`config.mk`:
```
export PLATFORM = sky130hd
export DESIGN_NAME = lbp_stream_engine_flat
export DESIGN_NICKNAME = d
export VERILOG_FILES = /design/src/rtl/lbp_pkg.sv /design/src/rtl/lbp_stream_engine_if.sv /design/src/rtl/lbp_code_calc.sv /design/src/rtl/lbp_stream_engine.sv /design/src/flat_wrapper.sv
export SDC_FILE = /design/constraint.sdc
export NUM_CORES = 1
export LEC_CHECK = 0
export CORE_ASPECT_RATIO = 1.4
export CORE_MARGIN = 8
export CORE_UTILIZATION = 25
export CTS_BUF_LIST = sky130_fd_sc_hd__clkbuf_4
export DETAILED_ROUTE_END_ITERATION = 10
export HOLD_SLACK_MARGIN = 0.08
export SLEW_MARGIN = 0
export SYNTH_ARGS = -nofsm -noshare
export SYNTH_HDL_FRONTEND = slang
export SYNTH_SLANG_ARGS = --single-unit
```
`constraint.sdc`:
```
create_clock -name clk -period 16.75 [get_ports clk]
set_input_delay 5.025 -clock clk [delete_from_list [all_inputs] [get_ports clk]]
set_output_delay 5.025 -clock clk [all_outputs]
set_load 0.005 [all_outputs]
```
`src/rtl/lbp_pkg.sv`:
```
// Shared definitions for the LBP stream engine.
// Holds the FSM state encoding, the 3x3 window neighbour indices and the
// load lengths used by the fetch sequencer, plus a helper that maps an
// LBP code bit position to the window register that feeds it.
package lbp_pkg;

    typedef enum logic [2:0] {
        IDLE    = 3'd0,
        FETCH   = 3'd1,
        TAIL    = 3'd2,
        COMPUTE = 3'd3,
        WRITE   = 3'd4,
        BORDER  = 3'd5,
        DONE    = 3'd6
    } state_e;

    // Window is stored row-major: index = 3*row + col inside the 3x3 block.
    localparam int NB_TL  = 0;
    localparam int NB_T   = 1;
    localparam int NB_TR  = 2;
    localparam int NB_L   = 3;
    localparam int CENTER = 4;
    localparam int NB_R   = 5;
    localparam int NB_BL  = 6;
    localparam int NB_B   = 7;
    localparam int NB_BR  = 8;

    localparam logic [3:0] FULL_LOAD  = 4'd9;
    localparam logic [3:0] SHIFT_LOAD = 4'd3;

    // Code bit b0..b7 -> window index; the center is skipped.
    function automatic int nb_index(input int bit_pos);
        case (bit_pos)
            0:       return NB_TL;
            1:       return NB_T;
            2:       return NB_TR;
            3:       return NB_L;
            4:       return NB_R;
            5:       return NB_BL;
            6:       return NB_B;
            7:       return NB_BR;
            default: return CENTER;
        endcase
    endfunction

endpackage

```
`src/rtl/lbp_stream_engine_if.sv`:
```
// Memory-side bus of the LBP stream engine.
// Groups the gray-frame read port (gray_req/gray_addr/gray_data, data one
// cycle after the request) and the LBP code write port
// (lbp_valid/lbp_addr/lbp_data). master = engine, slave = memory side.
interface lbp_stream_engine_if #(
    parameter int DW = 8,
    parameter int AW = 14
) ();

    logic          gray_req;
    logic [AW-1:0] gray_addr;
    logic [DW-1:0] gray_data;
    logic          lbp_valid;
    logic [AW-1:0] lbp_addr;
    logic [7:0]    lbp_data;

    modport master (
        output gray_req,
        output gray_addr,
        input  gray_data,
        output lbp_valid,
        output lbp_addr,
        output lbp_data
    );

    modport slave (
        input  gray_req,
        input  gray_addr,
        output gray_data,
        input  lbp_valid,
        input  lbp_addr,
        input  lbp_data
    );

endinterface

```
`src/rtl/lbp_code_calc.sv`:
```
// Combinational 3x3 LBP code calculator.
// Ports: win      - 9 window pixels, row-major, center at index 4
//        cfg_bias - bias added to the center before comparison
//        code     - 8-bit LBP code, bit b set iff neighbour >= center + bias
// The threshold is formed in DW+1 bits; a sum beyond the DW range can never
// be reached by a DW-bit neighbour, so such a window yields code 0.
module lbp_code_calc
    import lbp_pkg::*;
#(
    parameter int DW = 8
) (
    input  logic [DW-1:0] win [9],
    input  logic [DW-1:0] cfg_bias,
    output logic [7:0]    code
);

    logic [DW:0] thresh_s;

    // Compare every neighbour against the biased center.
    always_comb begin
        thresh_s = {1'b0, win[CENTER]} + {1'b0, cfg_bias};
        code     = 8'h00;
        for (int b = 0; b < 8; b++) begin
            code[b] = ({1'b0, win[nb_index(b)]} >= thresh_s);
        end
    end

endmodule

```
`src/rtl/lbp_stream_engine.sv`:
```
// 3x3 Local Binary Pattern stream engine.
// Reads an IMG_W x IMG_H gray frame through mem (master side) and writes one
// LBP code per pixel in raster order.
// Ports: clk, reset (async, active-high)
//        gray_ready - frame available (level)
//        cfg_bias   - comparison bias, sampled at frame start
//        cfg_border - 1: border pixels also written with code 0
//        mem        - gray read port + lbp write port
//        finish     - frame complete, held until gray_ready drops
//        busy       - frame in progress
// Column 1 of each row does a full 9-read window load; every other interior
// pixel shifts the window left and reads only the new right column.
module lbp_stream_engine
    import lbp_pkg::*;
#(
    parameter int IMG_W = 128,
    parameter int IMG_H = 128,
    parameter int DW    = 8,
    parameter int AW    = 14
) (
    input  logic                clk,
    input  logic                reset,
    input  logic                gray_ready,
    input  logic [DW-1:0]       cfg_bias,
    input  logic                cfg_border,
    lbp_stream_engine_if.master mem,
    output logic                finish,
    output logic                busy
);

    localparam logic [AW-1:0] ZERO_AW = AW'(0);
    localparam logic [AW-1:0] ONE_AW  = AW'(1);
    localparam logic [AW-1:0] TWO_AW  = AW'(2);
    localparam logic [AW-1:0] W_AW    = AW'(IMG_W);
    localparam logic [AW-1:0] W_LAST  = AW'(IMG_W - 1);
    localparam logic [AW-1:0] W_PEN   = AW'(IMG_W - 2);
    localparam logic [AW-1:0] H_LAST  = AW'(IMG_H - 1);
    localparam logic [AW-1:0] H_PEN   = AW'(IMG_H - 2);

    state_e        state_r, state_next_s;
    logic [AW-1:0] row_r, col_r, row_next_s, col_next_s;
    logic [AW-1:0] adv_row_s, adv_col_s;
    logic          is_last_s, adv_border_s;
    logic [3:0]    fcnt_r, fcnt_next_s, ccnt_r, cap_idx_s, load_len_s;
    logic          full_r, full_next_s, pend_r;
    logic [DW-1:0] bias_r;
    logic          border_r;
    logic [DW-1:0] win_r [9];
    logic [7:0]    code_s;

    logic          req_next_s, valid_next_s, finish_next_s, busy_next_s;
    logic [AW-1:0] dr_s, dc_s, rr_s, cc_s, gaddr_next_s, laddr_next_s;
    logic [7:0]    ldata_next_s;

    logic          gray_req_r, lbp_valid_r, finish_r, busy_r;
    logic [AW-1:0] gray_addr_r, lbp_addr_r;
    logic [7:0]    lbp_data_r;

    lbp_code_calc #(.DW(DW)) u_calc (
        .win      (win_r),
        .cfg_bias (bias_r),
        .code     (code_s)
    );

    // Next pixel in raster order and whether the current one ends the frame.
    always_comb begin
        if (border_r) begin
            is_last_s = (row_r == H_LAST) && (col_r == W_LAST);
            if (col_r == W_LAST) begin
                adv_row_s = row_r + ONE_AW;
                adv_col_s = ZERO_AW;
            end else begin
                adv_row_s = row_r;
                adv_col_s = col_r + ONE_AW;
            end
        end else begin
            is_last_s = (row_r == H_PEN) && (col_r == W_PEN);
            if (col_r == W_PEN) begin
                adv_row_s = row_r + ONE_AW;
                adv_col_s = ONE_AW;
            end else begin
                adv_row_s = row_r;
                adv_col_s = col_r + ONE_AW;
            end
        end
        adv_border_s = (adv_row_s == ZERO_AW) || (adv_row_s == H_LAST) ||
                       (adv_col_s == ZERO_AW) || (adv_col_s == W_LAST);
        load_len_s   = full_r ? FULL_LOAD : SHIFT_LOAD;
    end

    // Next-state and next-counter logic.
    always_comb begin
        state_next_s = state_r;
        row_next_s   = row_r;
        col_next_s   = col_r;
        fcnt_next_s  = fcnt_r;
        full_next_s  = full_r;
        case (state_r)
            IDLE: begin
                if (gray_ready && !finish_r) begin
                    if (cfg_border) begin
                        row_next_s   = ZERO_AW;
                        col_next_s   = ZERO_AW;
                        state_next_s = BORDER;
                    end else begin
                        row_next_s   = ONE_AW;
                        col_next_s   = ONE_AW;
                        fcnt_next_s  = 4'd0;
                        full_next_s  = 1'b1;
                        state_next_s = FETCH;
                    end
                end else begin
                    state_next_s = IDLE;
                end
            end
            FETCH: begin
                if (fcnt_r == load_len_s - 4'd1) begin
                    state_next_s = TAIL;
                end else begin
                    fcnt_next_s = fcnt_r + 4'd1;
                end
            end
            TAIL:    state_next_s = COMPUTE;
            COMPUTE: state_next_s = WRITE;
            WRITE, BORDER: begin
                if (is_last_s) begin
                    state_next_s = DONE;
                end else begin
                    row_next_s = adv_row_s;
                    col_next_s = adv_col_s;
                    if (border_r && adv_border_s) begin
                        state_next_s = BORDER;
                    end else begin
                        state_next_s = FETCH;
                        fcnt_next_s  = 4'd0;
                        full_next_s  = (adv_col_s == ONE_AW);
                    end
                end
            end
            DONE: begin
                if (!gray_ready) begin
                    state_next_s = IDLE;
                end else begin
                    state_next_s = DONE;
                end
            end
            default: state_next_s = IDLE;
        endcase
    end

    // State register.
    always_ff @(posedge clk or posedge reset) begin
        if (reset) begin
            state_r <= IDLE;
        end else begin
            state_r <= state_next_s;
        end
    end

    // Pixel/fetch counters and frame configuration captured at start.
    always_ff @(posedge clk or posedge reset) begin
        if (reset) begin
            row_r    <= ZERO_AW;
            col_r    <= ZERO_AW;
            fcnt_r   <= 4'd0;
            full_r   <= 1'b0;
            bias_r   <= '0;
            border_r <= 1'b0;
        end else begin
            row_r  <= row_next_s;
            col_r  <= col_next_s;
            fcnt_r <= fcnt_next_s;
            full_r <= full_next_s;
            if (state_r == IDLE && state_next_s != IDLE) begin
                bias_r   <= cfg_bias;
                border_r <= cfg_border;
            end
        end
    end

    // Capture slot: full load fills row-major, shift load fills the right column.
    always_comb begin
        if (full_r) begin
            cap_idx_s = ccnt_r;
        end else begin
            cap_idx_s = 4'(ccnt_r * 4'd3 + 4'd2);
        end
    end

    // Window registers: shift on a shift-load start, capture returning data.
    // pend_r marks the cycle in which a previous request's data is on gray_data.
    always_ff @(posedge clk or posedge reset) begin
        if (reset) begin
            pend_r <= 1'b0;
            ccnt_r <= 4'd0;
            for (int i = 0; i < 9; i++) begin
                win_r[i] <= '0;
            end
        end else begin
            pend_r <= gray_req_r;
            if (state_r != FETCH && state_next_s == FETCH) begin
                ccnt_r <= 4'd0;
            end
            if (state_r == WRITE && state_next_s == FETCH && !full_next_s) begin
                for (int r = 0; r < 3; r++) begin
                    win_r[3*r]     <= win_r[3*r + 1];
                    win_r[3*r + 1] <= win_r[3*r + 2];
                end
            end
            if (pend_r) begin
                win_r[cap_idx_s] <= mem.gray_data;
                ccnt_r           <= ccnt_r + 4'd1;
            end
        end
    end

    // Next output values, derived from the upcoming state and pixel.
    always_comb begin
        if (full_next_s) begin
            if (fcnt_next_s < 4'd3) begin
                dr_s = ZERO_AW;
                dc_s = AW'(fcnt_next_s);
            end else if (fcnt_next_s < 4'd6) begin
                dr_s = ONE_AW;
                dc_s = AW'(fcnt_next_s - 4'd3);
            end else begin
                dr_s = TWO_AW;
                dc_s = AW'(fcnt_next_s - 4'd6);
            end
        end else begin
            dr_s = AW'(fcnt_next_s);
            dc_s = TWO_AW;
        end
        rr_s          = row_next_s + dr_s - ONE_AW;
        cc_s          = col_next_s + dc_s - ONE_AW;
        gaddr_next_s  = rr_s * W_AW + cc_s;
        laddr_next_s  = row_next_s * W_AW + col_next_s;
        req_next_s    = (state_next_s == FETCH);
        valid_next_s  = (state_next_s == WRITE) || (state_next_s == BORDER);
        ldata_next_s  = (state_next_s == BORDER) ? 8'h00 : code_s;
        finish_next_s = (state_next_s == DONE);
        busy_next_s   = (state_next_s == FETCH)   || (state_next_s == TAIL)  ||
                        (state_next_s == COMPUTE) || (state_next_s == WRITE) ||
                        (state_next_s == BORDER);
    end

    // Output registers; addresses and data hold while their strobe is low.
    always_ff @(posedge clk or posedge reset) begin
        if (reset) begin
            gray_req_r  <= 1'b0;
            gray_addr_r <= ZERO_AW;
            lbp_valid_r <= 1'b0;
            lbp_addr_r  <= ZERO_AW;
            lbp_data_r  <= 8'h00;
            finish_r    <= 1'b0;
            busy_r      <= 1'b0;
        end else begin
            gray_req_r  <= req_next_s;
            lbp_valid_r <= valid_next_s;
            finish_r    <= finish_next_s;
            busy_r      <= busy_next_s;
            if (req_next_s) begin
                gray_addr_r <= gaddr_next_s;
            end
            if (valid_next_s) begin
                lbp_addr_r <= laddr_next_s;
                lbp_data_r <= ldata_next_s;
            end
        end
    end

    assign mem.gray_req  = gray_req_r;
    assign mem.gray_addr = gray_addr_r;
    assign mem.lbp_valid = lbp_valid_r;
    assign mem.lbp_addr  = lbp_addr_r;
    assign mem.lbp_data  = lbp_data_r;
    assign finish        = finish_r;
    assign busy          = busy_r;

endmodule
```
`src/flat_wrapper.sv`:
```
// flat-port wrapper written by rule: the top's interface ports become plain ports
module lbp_stream_engine_flat import lbp_pkg::*;
#(
    parameter int IMG_W = 128,
    parameter int IMG_H = 128,
    parameter int DW    = 8,
    parameter int AW    = 14
)
  (clk, reset, gray_ready, cfg_bias, cfg_border, finish, busy, mem_gray_req, mem_gray_addr, mem_gray_data, mem_lbp_valid, mem_lbp_addr, mem_lbp_data);
  lbp_stream_engine_if #(.DW(DW), .AW(AW)) mem_i ();
  input  logic clk;
  input  logic reset;
  input  logic gray_ready;
  input  logic [DW-1:0] cfg_bias;
  input  logic cfg_border;
  output logic finish;
  output logic busy;
  output wire logic [$bits(mem_i.gray_req)-1:0] mem_gray_req;
  output wire logic [$bits(mem_i.gray_addr)-1:0] mem_gray_addr;
  input wire logic [$bits(mem_i.gray_data)-1:0] mem_gray_data;
  output wire logic [$bits(mem_i.lbp_valid)-1:0] mem_lbp_valid;
  output wire logic [$bits(mem_i.lbp_addr)-1:0] mem_lbp_addr;
  output wire logic [$bits(mem_i.lbp_data)-1:0] mem_lbp_data;
  assign mem_gray_req = mem_i.gray_req;
  assign mem_gray_addr = mem_i.gray_addr;
  assign mem_i.gray_data = mem_gray_data;
  assign mem_lbp_valid = mem_i.lbp_valid;
  assign mem_lbp_addr = mem_i.lbp_addr;
  assign mem_lbp_data = mem_i.lbp_data;
  lbp_stream_engine #(.IMG_W(IMG_W), .IMG_H(IMG_H), .DW(DW), .AW(AW)) u_core (.clk(clk), .reset(reset), .gray_ready(gray_ready), .cfg_bias(cfg_bias), .cfg_border(cfg_border), .mem(mem_i), .finish(finish), .busy(busy));
endmodule
```
======== Word-level counts from Yosys, hierarchy flattened ========
Cells that the tools add are included.
word-level totals
  flip-flop bits (word level) ............. 162
  bits of input ports ..................... 20
  output and inout port bits .............. 40
  word-level logic and storage cells ...... 150
cells by class
  add/subtract/negate cells ............... 15
  multiply operators ...................... 1
  order comparisons ....................... 12
  equal/unequal tests ..................... 21
  multiplexer cells ....................... 50
  bitwise logic cells ..................... 1
  reductions and logical operators ........ 25
operators by type and width
  operator                                             number
  2-to-1 mux 14 bit                                    13
  == test 14 x 7 -> 1 bit (second input constant)      6
  bitwise mux 72 bit                                   1
  greater-or-equal comparator 8 x 9 -> 1 bit           8
  2-to-1 mux 72 bit                                    1
  case mux 14 bit (2 select lines)                     2
  2-to-1 mux 16 bit                                    3
  adder 14 bit                                         3
  2-to-1 mux 4 bit                                     9
  demux 8 bit (select 4 bit)                           1
  adder 14 x 1 -> 14 bit (second input constant)       2
  zero test 14 bit                                     2
  == test 3 bit (second input constant)                6
  2-to-1 mux 3 bit                                     6
  case mux 3 bit (6 select lines)                      1
  2-to-1 mux 8 bit                                     2
  == test 14 x 1 -> 1 bit (second input constant)      1
  subtractor 14 x 1 -> 14 bit (second input constant)  1
  == test 3 x 2 -> 1 bit (second input constant)       4
  case mux 4 bit (3 select lines)                      1
  adder 8 x 8 -> 9 bit                                 1
  logical AND 1 bit                                    9
  adder 4 x 1 -> 4 bit (second input constant)         2
  logical OR 1 bit                                     8
  24 further kinds                                     32

======== Logic depth before layout (Yosys ltp) ========
Gate-level depths: netlist (run 1).
  word-level depth ........................ 18
  depth in mapped cells ................... 34
  gate-level depth less buffers ........... 32

======== Cells and area by module ========
A second synthesis (run 1) with hierarchy kept.
unflattened totals
  cell total of the unflattened synthesis .. 1295
  area, all modules ....................... 11680.0 um^2
modules (own cells, without submodules)
  module             instances  cells each  area an instance (um^2)  seq. area each (um^2)
  lbp_stream_engine  1          1104        10098.4                  4053.9
  lbp_code_calc      1          191         1581.5                   0.0

======== Worst setup path before layout (run 1) ========
OpenSTA, ideal clock, no wires.
  path kind ............................... input -> register
  start point ............................. in cfg_border
  end point ............................... reg u_core.gray_addr_r[13] (netlist: u_core.mem.gray_addr[13])
  library setup time ...................... 0.123 ns
  arrival ................................. 10.202 ns
  required time ........................... 16.627 ns
  setup slack ............................. 6.425 ns
  stages on the path ...................... 28
  path buffers ............................ 0
  cell sequence ........................... nor3b_1 nor2_1 nor2_1 a31oi_1 or2_2 a21bo_2 nand2_1 ha_1 nand2_1 and3_1 nand2b_1 a2bb2oi_1 ha_1 inv_1 ha_1 fa_1 xnor2_1 ha_1 fa_1 inv_1 ha_1 and3_1 a311o_1 a21o_1 a21oi_1 xnor2_1 xnor2_1 a21oi_1
between the ends
  cells in the longest elaborated chain, start to end .. 10
  elaborated cells between the ends (all ways) .. 30
  classes of those cells .................. add/sub (7); order compare (2); eq/ne (1); mux (20)
RTL lines
  what                                                                      RTL line                                            source
  from (decl)                                                               flat_wrapper.sv:15                                  input logic cfg_border;
  2-to-1 mux 4 bit                                                          lbp_stream_engine.sv:101                            if (cfg_border) begin
  2-to-1 mux 4 bit                                                          lbp_stream_engine.sv:100                            if (gray_ready && !finish_r) begin
  case mux 4 bit (3 select lines)                                           lbp_stream_engine.sv:98                             case (state_r)
  subtractor 4 x 3 -> 5 bit, or another cell as far along                   lbp_stream_engine.sv:228                            dc_s = AW'(fcnt_next_s - 4'd6);
  2-to-1 mux 14 bit or 2-to-1 mux 2 bit (tied branches)                     lbp_stream_engine.sv:223                            end else if (fcnt_next_s < 4'd6) begin
  2-to-1 mux 14 bit or 2-to-1 mux 2 bit (tied branches)                     lbp_stream_engine.sv:220                            if (fcnt_next_s < 4'd3) begin
  2-to-1 mux 14 bit or 2-to-1 mux 7 bit (tied branches)                     lbp_stream_engine.sv:219                            if (full_next_s) begin
  adder 14 bit or adder 7 bit (tied branches)                               lbp_stream_engine.sv:235, lbp_stream_engine.sv:234
  subtractor 14 x 1 -> 14 bit or subtractor 7 x 1 -> 7 bit (tied branches)  lbp_stream_engine.sv:235, lbp_stream_engine.sv:234
  adder 14 bit                                                              lbp_stream_engine.sv:236                            gaddr_next_s = rr_s * W_AW + cc_s;
  to (signal assigned)                                                      lbp_stream_engine.sv:263                            gray_addr_r <= gaddr_next_s;
  to (decl)                                                                 lbp_stream_engine.sv:56                             logic [AW-1:0] gray_addr_r, lbp_addr_r;
Parallel ways exist; a longest one is shown, timed or not.
A chain may end at the register's enable or synchronous reset.

======== Worst setup path after layout (run 1) ========
  start point ............................. in gray_ready
  end point ............................... reg u_core.gray_addr_r[13] (netlist: u_core.mem.gray_addr[13])
between the ends
  cells in the longest elaborated chain, start to end .. 10
  elaborated cells between the ends (all ways) .. 28
  classes of those cells .................. add/sub (7); order compare (2); eq/ne (1); mux (17); reduce/logical (1)
RTL lines
  what                                                                      RTL line                                            source
  from (decl)                                                               flat_wrapper.sv:13                                  input logic gray_ready;
  logical AND 1 bit                                                         lbp_stream_engine.sv:100
  2-to-1 mux 4 bit                                                          lbp_stream_engine.sv:100
  case mux 4 bit (3 select lines)                                           lbp_stream_engine.sv:98
  subtractor 4 x 3 -> 5 bit, or another cell as far along                   lbp_stream_engine.sv:228
  2-to-1 mux 14 bit or 2-to-1 mux 2 bit (tied branches)                     lbp_stream_engine.sv:223
  2-to-1 mux 14 bit or 2-to-1 mux 2 bit (tied branches)                     lbp_stream_engine.sv:220
  2-to-1 mux 14 bit or 2-to-1 mux 7 bit (tied branches)                     lbp_stream_engine.sv:219
  adder 14 bit or adder 7 bit (tied branches)                               lbp_stream_engine.sv:235, lbp_stream_engine.sv:234
  subtractor 14 x 1 -> 14 bit or subtractor 7 x 1 -> 7 bit (tied branches)  lbp_stream_engine.sv:235, lbp_stream_engine.sv:234
  adder 14 bit                                                              lbp_stream_engine.sv:236
Parallel ways exist; a longest one is shown, timed or not.

==> results of run 1 <==
-- metrics by stage --
step	std cells	cell area, sq um
final	1864	13000
after global routing	1864	13000
after CTS	1863	13000
after detailed placement	1831	12700
after global placement	1831	12700
after floorplan	1200	11600
-- layout by cell type (no fill, tap or decap), types with 12 or more instances in the layout --
cell type and n:
mux2_2 48, nand4_1 13, mux2_1 15, a21o_1 38, inv_1 90, nand2_1 97
nor2b_1 14, nand2b_1 21, o21ai_1 21, xor2_1 12, xnor2_1 31, o31ai_1 12
a21oi_1 61, mux2i_1 56, clkdlybuf4s50_1 59, dfrtp_1 162, nor2_1 55, ha_1 131
nand3_1 21, nor3_1 16, clkbuf_4 18, o21ai_0 84
-- power by group through the flow --
| stage | Combinational [mW] | Sequential (mW) | Clock [mW] |
|---|---|---|---|
| 5_1_grt | 0.0746 | 0.412 | 0.257 |
| 3_3_place_gp | 0.0637 | 0.418 | 0 |
| 6_report | 0.0632 | 0.411 | 0.228 |
| 4_1_cts | 0.0657 | 0.411 | 0.241 |
| 2_1_floorplan | 0.0417 | 0.416 | 0 |
| 3_5_place_dp | 0.0650 | 0.418 | 0 |
-- final cells by class --
cell class | instances | area, sq um
fill | 4806 | 33000
multi-input combinational | 892 | 6900
sequential | 162 | 4050
tap | 617 | 772
timing repair buffer | 68 | 658
inverter | 92 | 350
clock buffer | 18 | 135
clock inverter | 14 | 119
antenna | 1 | 2.50
-- worst max-delay path by stage --
stage	slack (ns)	cells after the start	endpoint	from
after CTS	5.93	27	u_core.mem.gray_addr[13]	gray_ready
after floorplan	6.42	28	u_core.mem.gray_addr[13]	cfg_border
after detailed placement	5.24	27	u_core.mem.gray_addr[13]	gray_ready
after global routing	5.48	27	u_core.mem.gray_addr[13]	cfg_border
final	5.83	27	u_core.mem.gray_addr[13]	gray_ready
after global placement	5.38	27	u_core.mem.gray_addr[13]	gray_ready
-- worst max-delay path, cell delays in order --
cell	delay [ns]
clkdlybuf4s50_1	0.53
nor3b_1	0.30
nor2_1	0.14
a211oi_1	0.49
o2111ai_1	0.24
nand2_1	0.26
ha_1	0.23
nand2_1	0.08
and3_1	0.19
nand2b_1	0.18
a2bb2oi_1	0.15
ha_1	0.30
inv_1	0.04
ha_1	0.21
fa_1	0.41
xnor2_1	0.15
ha_1	0.29
fa_1	0.51
inv_1	0.04
ha_1	0.32
and3_1	0.19
a311o_1	0.38
a21o_1	0.19
a21oi_1	0.17
xnor2_1	0.15
xnor2_1	0.15
a21oi_1	0.09
-- routing by layer --
layer,global-route usage,up-vias,routed length [um]
met1,0.120,4204,11600
met2,0.201,120,15100
met4,0.0408,0,826
met5,0,-,0
li1,-,4319,-
met3,0.0169,41,701
-- kinds of logic (layout without fill, tap and decap cells) --
family / Yosys count / count (layout) / share of synthesized area
multiplexers: 120 / 120 / 0.111
adder cells (fa/ha/maj): 141 / 141 / 0.159
buffers and inverters: 146 / 192 / 0.0556
XOR/XNOR: 44 / 44 / 0.0339
AND/OR/NAND/NOR: 304 / 304 / 0.137
other: 0 / 1 / 0
AO/OA/AOI/OAI: 283 / 283 / 0.154
flip-flops: 162 / 162 / 0.350
==> flow_summary.ini, run 1 <==
[run_status]
status = finished, final reports clean

[critical_path]
reg2reg_from = u_core.col_r[0]
required_ns = 17.24
path_class = in2reg
r2r_cells = 30
reg2reg_to = u_core.mem.gray_addr[13]
cp-end-kind = register
ff2ff_setup_slack_ns = 8.83
startpoint_type = primary input
cp.arrival_ns = 11.41
critPathMaxFanout = 8

[synthesis]
ys_types = 89
synthTopCellsByCount = 162 x dfrtp_1, 131 x ha_1, 97 x nand2_1, 91 x inv_1, 84 x o21ai_0
mappedNetlistArea_sq_mm = 0.0116
synth-seq-cells = 162
synth.area.top_cells = dfrtp_1 35%, ha_1 14%, mux2i_1 4.8%, mux2_2 4.7%, o21ai_0 3.6%
syn_inst = 1200
synth_edf_count = 0
synth_nets = 1361
yosysTopAreaCellShare = 0.350
ys_seq_area_frac = 0.350
yosys_warnings = 0
synth_largest_area_cell = dfrtp_1
synthArstFlopShare = 1.00
yosys_most_used_dff = dfrtp_1
avgSynthCellArea_sq_um = 9.66
synth_most_common_cell = dfrtp_1

[clock_tree]
cts_buffer_depth = 2
cts-htree-levels = 4
cts_root_buf = clkbuf_4
numCtsBuffers = 17
cts.hold.buffers_added = 0
ctsResizeCount = 0
clk_pin_slew_ns = 0.15
post-cts-setup-buffers = 0
cts_tree = yes
clock_latency_ns = 0.63
cts_sinks = 162

[floorplanning]
fp.coreArea_sq_mm = 0.0460
rows = 93
io_pins = 60
initial_core_util = 0.252
die_h_um = 271
die_x_um = 198
die-area_sq_mm = 0.0536

[pwr]
vdd_drop_max_mv = 0.0473
total_power_mw = 0.702
seqPwrFrac = 0.585
power.switching_mw = 0.206
p_leak_nw = 5.95
power.density_mw_per_mm2 = 54.1
swShare = 0.293
combPwrFrac = 0.090
intPower_mw = 0.497
clkPwrFrac = 0.325

[sta]
final.setup_skew_ns = 0.0279
period_share = 0.652
rsz0062_at_grt = no
fin_tns_setup_ns = 0
fin_hold_ws_ns = 0.478
worst_slack_ns = 5.83
worstMarginPinSlew_ns = 1.17
period_needed_ns = 10.92
hold_viol_final = 0
fmax_mhz = 91.6
relSlewSlack = 0.215
setup_viol = 0
slew_violations = 0

[run]
maxCapViolations = 0

[placement]
place_ws_ns = 5.24
globalplace.congestion = 0.830
placement.io_buffers = 59
dp.final_hpwl_um = 21200

[detailed_routing]
via_per_inst = 4.66
post_drt_wl_per_cell_um = 15.1
vias = 8684
drt_wl_total_um = 28200
drc = 0
postRouteAntennaNets = 0
first_pass_iters = 7
dr.first_iter.drc_count = 454

[cells_and_area]
final_util = 0.283
final_nets = 1394
drive_above_1_share = 0.0947
syn_to_final_growth_pct = 12.1

[global_routing]
grt_antenna_before_repair = 1
grt_max_degree = 100
grt_pass1_vias = 8985
grt_usage = 0.108
grt_pass1_wl_um = 47000
overflow = 0

[worst_hold_path]
hp-start = u_core.mem.gray_req
min_path_cells = 0
min_to = u_core.pend_r
hp-class = reg2reg
Power figures use the tool's default switching activity.
==> inputs of run 2 (changes only) <==
clock period = 9.95 ns   (was 16.75 ns; I/O delays follow)
==> run 2 against run 1 <==
  * Core utilization up 0.22 points
  * Largest power group unchanged
  * First-iteration DRC count down 1.3%
  * Highest routed layer unchanged
  * Cell count about the same
  * Sequential cell count unchanged
==> flow_summary.ini, run 2 (same netlist as run 1, synthesis figures left out) <==
[worst_hold_path]
hp-class = reg2reg
min_to = u_core.pend_r
min_path_cells = 0
hp-start = u_core.mem.gray_req

[critical_path]
max_stage_delay_ns = 0.53
cp.arrival_ns = 9.36
r2r_cells = 30
cpMaxStageDelayCell = clkdlybuf4s50_1
cp-end-kind = register
required_ns = 10.40
startpoint_type = primary input
ff2ff_setup_slack_ns = 2.01
reg2reg_to = u_core.mem.gray_addr[13]
reg2reg_from = u_core.col_r[0]
crit_path_frequent_cell = ha_1
path_class = in2reg
critPathLaunch = gray_ready
critPathMaxFanout = 8

[clock_tree]
cts_buffer_depth = 2
ctsResizeCount = 0
cts_sinks = 162
cts_root_buf = clkbuf_4
clk_pin_slew_ns = 0.17
post-cts-setup-buffers = 0
numCtsBuffers = 17
cts.hold.buffers_added = 0
clock_latency_ns = 0.62
cts-htree-levels = 4
cts_tree = yes

[sta]
worstMarginPinSlew_ns = 1.11
rsz0062_at_grt = no
hold_viol_final = 0
period_share = 0.896
relSlewSlack = 0.257
final.setup_skew_ns = 0.0448
fin_tns_setup_ns = 0
fmax_mhz = 112
setup_viol = 0
worst_slack_ns = 1.04
period_needed_ns = 8.91
slew_violations = 0

[detailed_routing]
drc = 0
vias = 8702
drt_wl_total_um = 28500
via_per_inst = 4.67
dr.first_iter.drc_count = 448
post_drt_wl_per_cell_um = 15.3
first_pass_iters = 5
postRouteAntennaNets = 0

[pwr]
power.density_mw_per_mm2 = 96.3
vdd_drop_max_mv = 0.0610
total_power_mw = 1.26
p_leak_nw = 6.01

[global_routing]
grt_antenna_before_repair = 0
grt_pass1_vias = 8855
overflow = 0
grt_usage = 0.108
grt_max_degree = 70
grt_pass1_wl_um = 46900

[floorplanning]
io_pins = 60
fp.coreArea_sq_mm = 0.0460
rows = 93
die_x_um = 198
die_h_um = 271
die-area_sq_mm = 0.0536
initial_core_util = 0.252

[placement]
dp.final_hpwl_um = 21500
dp.cells = 1833
place_ws_ns = 0.458
globalplace.congestion = 0.833
placement.io_buffers = 59

[cells_and_area]
final_nets = 1396
seqCellArea_sq_mm = 0.00405
drive_above_1_share = 0.0962
multiInputGateArea_sq_mm = 0.00690
final_common_cell = dfrtp_1
fill_cells = 4834
fin_cells = 1865
diodes = 0
syn_to_final_growth_pct = 12.9
mostFrequentLayoutCells = 162 x dfrtp_1, 131 x ha_1, 97 x nand2_1

[run]
maxCapViolations = 0

[run_status]
status = finished, final reports clean
[run 2: worst max-delay path by stage]
stage	slack, ns	to	cells after the start
4_1_cts	1.12	u_core.mem.gray_addr[13]	27
3_3_place_gp	0.61	u_core.mem.gray_addr[13]	27
5_1_grt	0.76	u_core.mem.gray_addr[13]	27
2_1_floorplan	1.66	u_core.mem.gray_addr[13]	28
6_report	1.04	u_core.mem.gray_addr[13]	27
3_5_place_dp	0.46	u_core.mem.gray_addr[13]	27
[run 2: power by group]
part           leakage (nW)  internal (mW)  switching [mW]
Clock                 0.181          0.167           0.295
Sequential             1.89          0.677          0.0144
Combinational          3.94         0.0512          0.0565
Total                  6.01          0.895           0.366
[run 2: worst max-delay path: cells and delay by family]
family	cells	cell delay, ns
AOI/OAI and AO/OA	7	1.65
xor gates and xnor gates	3	0.48
and+or+nand+nor	7	1.38
buffers and inverters	3	0.61
adders and majority gates	7	2.24
[run 2: metal layers]
layer	track usage	wire, um
met1	0.118	11600
met2	0.204	15500
met3	0.0185	744
met4	0.0368	708
met5	0	0
[run 2: stage by stage]
step / hold slack (ns) / util / cell area [sq um]
CTS: 0.510 / 0.285 / 13100
floorplan: 0.376 / - / 11600
detailed placement: 0.460 / 0.277 / 12800
global placement: 0.461 / 0.277 / 12800
finish: 0.491 / 0.285 / 13100
global route: 0.526 / 0.285 / 13100
[run 2: layout make-up]
cell class / instances / share of cell area
repair buffers: 70 / 0.0514
inverters: 92 / 0.0268
flip-flops and latches: 162 / 0.310
multi-input cells: 892 / 0.527
clock inverters: 15 / 0.0162
well taps: 617 / 0.0590
clock buffers: 17 / 0.00975
